## src/rtl/color_gain_filter.sv

```systemverilog
// color_gain_filter: per-channel fixed-point pixel gain with saturation on a 2-stage valid/ready pipeline
//
// Scales each channel of a packed pixel by an unsigned gain (FRAC_BITS fractional
// bits) and clips the result to CH_W bits. Gains are written into a shadow set and
// copied to the active set on the accepted start-of-frame beat. That beat already
// uses the new gains.
//
// Build option: define CGF_ROUND_EN for round-half-up. Without it the block truncates.
//
// Ports:
//   clk, rst_n         pixel clock, asynchronous active-low reset
//   in_valid_i/ready_o input stream handshake; in_ready_o = !out_valid_o || out_ready_i
//   in_sof_i           accepted beat starts a frame and applies the shadow gains
//   in_pix_i           packed pixel, ch0 in the LSBs
//   out_valid_o/ready_i output stream handshake
//   out_sof_o          frame-start flag aligned with out_pix_o
//   out_pix_o          packed scaled and saturated pixel
//   cfg_we_i           write cfg_gain_i into shadow[cfg_ch_i]; channels >= NUM_CH are ignored
//   cfg_pending_o      shadow written since the last frame start
module color_gain_filter #(
  parameter int NUM_CH    = 3,
  parameter int CH_W      = 8,
  parameter int GAIN_W    = 9,
  parameter int FRAC_BITS = 7,
  localparam int SEL_W    = (NUM_CH > 1) ? $clog2(NUM_CH) : 1
) (
  input  logic                     clk,
  input  logic                     rst_n,
  input  logic                     in_valid_i,
  output logic                     in_ready_o,
  input  logic                     in_sof_i,
  input  logic [NUM_CH*CH_W-1:0]   in_pix_i,
  output logic                     out_valid_o,
  input  logic                     out_ready_i,
  output logic                     out_sof_o,
  output logic [NUM_CH*CH_W-1:0]   out_pix_o,
  input  logic                     cfg_we_i,
  input  logic [SEL_W-1:0]         cfg_ch_i,
  input  logic [GAIN_W-1:0]        cfg_gain_i,
  output logic                     cfg_pending_o
);
  localparam int PW = CH_W + GAIN_W;
  localparam logic [GAIN_W-1:0] UNITY = GAIN_W'(1) << FRAC_BITS;
`ifdef CGF_ROUND_EN
  localparam logic [PW:0] HALF = (FRAC_BITS > 0) ? ((PW+1)'(1) << ((FRAC_BITS > 0) ? FRAC_BITS - 1 : 0)) : '0;
`else
  localparam logic [PW:0] HALF = '0;
`endif
  localparam logic [PW:0] MAXV = (PW+1)'({CH_W{1'b1}});
  logic [NUM_CH-1:0][GAIN_W-1:0] act_q, act_d, shd_q, shd_d;
  logic [NUM_CH-1:0][PW-1:0]     s1_p_q, s1_p_d;
  logic [NUM_CH-1:0][PW:0]       rnd;
  logic [NUM_CH-1:0][CH_W-1:0]   sat, s2_pix_q, s2_pix_d;
  logic pend_q, pend_d, s1_v_q, s1_v_d, s1_sof_q, s1_sof_d, s2_v_q, s2_v_d, s2_sof_q, s2_sof_d;
  logic adv, sof_acc, cfg_ok;
  always_comb begin
    adv      = !s2_v_q || out_ready_i;
    sof_acc  = in_valid_i && in_sof_i && adv;
    cfg_ok   = cfg_we_i && ({{(32-SEL_W){1'b0}}, cfg_ch_i} < 32'(NUM_CH));
    // the frame-start copy reads the shadow before this cycle's write lands
    act_d    = sof_acc ? shd_q : act_q;
    pend_d   = cfg_ok || (pend_q && !sof_acc);
    s1_v_d   = adv ? in_valid_i : s1_v_q;
    s1_sof_d = adv ? in_valid_i && in_sof_i : s1_sof_q;
    s2_v_d   = adv ? s1_v_q : s2_v_q;
    s2_sof_d = adv ? s1_sof_q : s2_sof_q;
    shd_d    = shd_q;
    s1_p_d   = s1_p_q;
    rnd      = '0;
    sat      = '0;
    for (int c = 0; c < NUM_CH; c++) begin
      if (cfg_ok && cfg_ch_i == SEL_W'(c)) shd_d[c] = cfg_gain_i;
      s1_p_d[c] = adv ? PW'(in_pix_i[c*CH_W +: CH_W]) * PW'(act_d[c]) : s1_p_q[c];
      rnd[c]    = ({1'b0, s1_p_q[c]} + HALF) >> FRAC_BITS;
      sat[c]    = (rnd[c] > MAXV) ? {CH_W{1'b1}} : rnd[c][CH_W-1:0];
    end
    s2_pix_d = adv ? sat : s2_pix_q;
  end
  always_ff @(posedge clk or negedge rst_n) begin
    if (!rst_n) begin
      act_q    <= {NUM_CH{UNITY}};
      shd_q    <= {NUM_CH{UNITY}};
      pend_q   <= 1'b0;
      s1_v_q   <= 1'b0;
      s1_sof_q <= 1'b0;
      s1_p_q   <= '0;
      s2_v_q   <= 1'b0;
      s2_sof_q <= 1'b0;
      s2_pix_q <= '0;
    end else begin
      act_q    <= act_d;
      shd_q    <= shd_d;
      pend_q   <= pend_d;
      s1_v_q   <= s1_v_d;
      s1_sof_q <= s1_sof_d;
      s1_p_q   <= s1_p_d;
      s2_v_q   <= s2_v_d;
      s2_sof_q <= s2_sof_d;
      s2_pix_q <= s2_pix_d;
    end
  end
  assign in_ready_o    = adv;
  assign out_valid_o   = s2_v_q;
  assign out_sof_o     = s2_sof_q;
  assign out_pix_o     = s2_pix_q;
  assign cfg_pending_o = pend_q;
endmodule

```

## config.mk

```make
export PLATFORM = sky130hd
export DESIGN_NAME = color_gain_filter
export DESIGN_NICKNAME = d
export VERILOG_FILES = /design/src/rtl/color_gain_filter.sv
export SDC_FILE = /design/constraint.sdc
export NUM_CORES = 1
export LEC_CHECK = 0
export ABC_CLOCK_PERIOD_IN_PS = 5700
export BUFFER_PORTS_ARGS = -buffer_cell sky130_fd_sc_hd__buf_2
export CORE_MARGIN = 8
export CORE_UTILIZATION = 35
export DETAILED_ROUTE_END_ITERATION = 12
export MAX_ROUTING_LAYER = met4
export SETUP_SLACK_MARGIN = 0.4
export SLEW_MARGIN = 0
export SYNTH_ARGS = -nofsm -noshare
export SYNTH_HDL_FRONTEND = slang
export SYNTH_SLANG_ARGS = --single-unit
```

## constraint.sdc

```tcl
create_clock -name clk -period 5.7 [get_ports clk]
set_input_delay 1.14 -clock clk [delete_from_list [all_inputs] [get_ports clk]]
set_output_delay 1.14 -clock clk [all_outputs]
set_load 0.02 [all_outputs]
```

==> key figures <==
Floorplanning
  – Die H: about 190 um
  – Num rows: 64
  – Starting Density: 35.5%
  – Die area: roughly 37000 um^2
  – I/O pin count: 69
  – Die width: 192 um
  – Core ar.: 30600 um^2

Clock network
  – Worst-skew pair later-pin latency: 0.42 ns
  – Clk pin slew, worst setup/hold paths: approximately 0.060 ns
  – CTS buffer count: 17
  – H-tree Lvls: 4
  – Clock Path Buffers: 2
  – CTS root buf: clkbuf_16
  – Clock sinks: 113
  – Hold Buf Count CTS: 0
  – CTS tree: done

Finish
  – # diodes: 0
  – Layout Nets: 1552
  – Utilization after layout: 45.4%
  – Design area: 13900 um^2
  – Area delta synth->final: 28.0%
  – Proportion of layout cells with a drive suffix above 1: 30.0%

Drt
  – Detailed Routing Iterations Pass 1: 5
  – Drt drc: 0
  – DRT iter0 DRCs: roughly 330
  – Vias: 8037
  – Via density: ~4.7
  – Wire length per cell: 15.6 um
  – Post-Route WL: between 20000 and 30000 um
  – DRT antenna net count: 0

Timing
  – Fin. max-slew vios: 0
  – Tmin final: between 5 and 6 ns
  – Max_slew headroom: 37.8%
  – Final worst-path cycle share: 94.7%
  – Max Freq: 185 MHz
  – Setup Skew: 0.0141 ns
  – Final hold violation count: 0
  – Setup-failing EPs final: 0
  – Slew @ Worst Pin: roughly 0.93 ns
  – Final WS setup: around 0.30 ns
  – Unrepaired setup endpoints after global routing: true

Placed design
  – HPWL after detailed placement: about 21000 um
  – GP Congestion: 0.831
  – PortBufs: 68
  – Setup WS pre-CTS: -0.389 ns
  – Area after DPL: 12900 um^2

Global routing
  – Grt total ovfl: 0
  – Vias in the first global route: 8805
  – Initial antenna violation count: 0
  – Gr usage total: roughly 16%
  – Largest net degree at the start of global routing: 72
  – First-pass GRT wire length: 44900 um

Synthesis
  – Top-count cell post-synth: inv_1
  – Synth Cell Area: 10900 um^2
  – Synth cell types: 53
  – Synth Instances: about 1100
  – Number of synthesized register bits: roughly 110
  – Mean post-synth cell area: 9.98 um^2
  – Yosys warns: 0
  – FFs w/ async S/R, synth: between 90% and 100%
  – Largest cells by area after synthesis: dfrtp_1 25%, fa_1 23%, ha_1 12%
  – Most frequent cells after synthesis: 182 x inv_1, 123 x fa_1, 107 x dfrtp_1
  – Area share of the largest cell type after synthesis: 24.7%
  – EDFF count, synth: 0
  – Post-synth top flop: dfrtp_1
  – Mapped Nets: roughly 1400
  – Seq/Total Area, Yosys: between 20% and 30%
  – Post-synth top area cell: dfrtp_1

Run
  – Max-cap violations: 0

Setup path
  – CP endpoint kind: flip-flop
  – Critical Path Source Type: input port
  – Critical setup path kind: input port to flip-flop
  – Reg2reg path depth: 19
  – Critical path peak fanout: 6
  – CP required: 5.99 ns
  – WP data arrival: between 5 and 6 ns

Worst hold path
  – Hold Crit Class: flip-flop to flip-flop
  – WHS Path Cells: 2

Outcome
  – Outcome: completed
[timing repair]
action	in CTS	in global routing
endpoints found under the setup margin	24	27
gates cloned	0	0
gates resized for setup	47	30
pin swaps	46	24
buffers inserted	14	4
[state kept, by name, indices dropped and copies added, names as in the netlist]
| name | count |
|---|---|
| cfg_pending_o | 1 |
| out_valid_o | 1 |
| s1_v_q | 1 |
| out_sof_o | 1 |
| s1_p_q | 30 |
| shd_q | 27 |
| s1_sof_q | 1 |
| out_pix_o | 24 |
| act_q | 27 |
[logic make-up (layout without fill, tap and decap cells)]
kind of cell,count (synthesis),in the layout,share of synthesized area (%)
AOI/OAI and AO/OA,146,146,8.95
buffers and inverters,206,418,7.26
muxes,53,53,5.33
adders and majority gates,225,225,34.4
and+or+nand+nor,314,314,15.5
xor gates and xnor gates,30,30,2.42
DFF,113,113,26.1
[metrics by stage]
stage	hold slack [ns]	std cells	setup TNS, ns
after floorplan	0.430	1087	0
after global placement	0.450	1645	-3.49
after detailed placement	0.453	1645	-4.46
after CTS	0.466	1691	0
after global routing	0.504	1695	0
final	0.469	1695	0
[final timing paths]
path                                         start                       end  slack (ns)
max                                    out_ready_i    s1_p_q[45]$_DFFE_PN0N_        0.30
min                             s1_v_q$_DFFE_PN0N_        s1_v_q$_DFFE_PN0N_        0.47
max reg2reg                out_valid_o$_DFFE_PN0N_    s1_p_q[45]$_DFFE_PN0N_        0.59
min reg2reg                     s1_v_q$_DFFE_PN0N_        s1_v_q$_DFFE_PN0N_        0.47
max in group asynchronous                    rst_n       act_q[25]$_DFF_PN1_        3.71
min in group asynchronous                    rst_n  out_pix_o[4]$_DFFE_PN0N_        0.85
[layout by cell type, fill, tap and decap left out, types with 6 or more instances in the layout]
cell       count
nor2b_1       84
o21ai_0        9
mux2_2        29
a21oi_1       31
nand2_1       76
mux2_4         9
ha_1          89
inv_2          9
dfstp_2        6
clkbuf_16     17
o22a_1        24
fa_2           7
nor2_1        34
and2_1        59
buf_6          7
fa_1         116
ha_4          12
a21o_1        20
buf_2         65
inv_1        174
nand3_1        7
and2_4        16
buf_4        128
mux2i_4       10
dfrtp_1      107
o21ai_1       10
xor2_1        13
xnor2_1       15
a21oi_2       11
[critical path, stage by stage]
cell and delay [ns]:
buf_8 0.10, nor2b_4 0.16, nor2_4 0.07, buf_8 0.15
mux2_4 0.33, and2_4 0.17, fa_2 0.40, fa_1 0.48
inv_1 0.05, fa_1 0.45, fa_1 0.50, inv_2 0.04
ha_4 0.26, nand4b_1 0.09, a211o_1 0.27, o31a_1 0.30
o31a_1 0.35, buf_4 0.17, xnor2_2 0.13, a21oi_1 0.08
[final cells by class]
type                    count  area [um^2]
flip-flops and latches    113         2840
fillers                  2953        16700
multi-input cells         768         7900
well taps                 396          495
repair buffers            203         1420
clock buffers              17          425
inverters                 183          687
clock inverters            15          138
[metal layers]
| metal | GRT usage [%] | wire length (um) | vias up | share of wire, % |
|---|---|---|---|---|
| met5 | - | 0 | - | 0 |
| met4 | 3.61 | 295 | 0 | 1.1 |
| met3 | 2.02 | 760 | 17 | 2.9 |
| met2 | 25.1 | 12500 | 116 | 47 |
| met1 | 20.9 | 12900 | 4015 | 49 |
| li1 | - | - | 3889 | - |
Power is not shown: default switching activity piles up to over one toggle a cycle in this logic, so the estimate is an artifact.
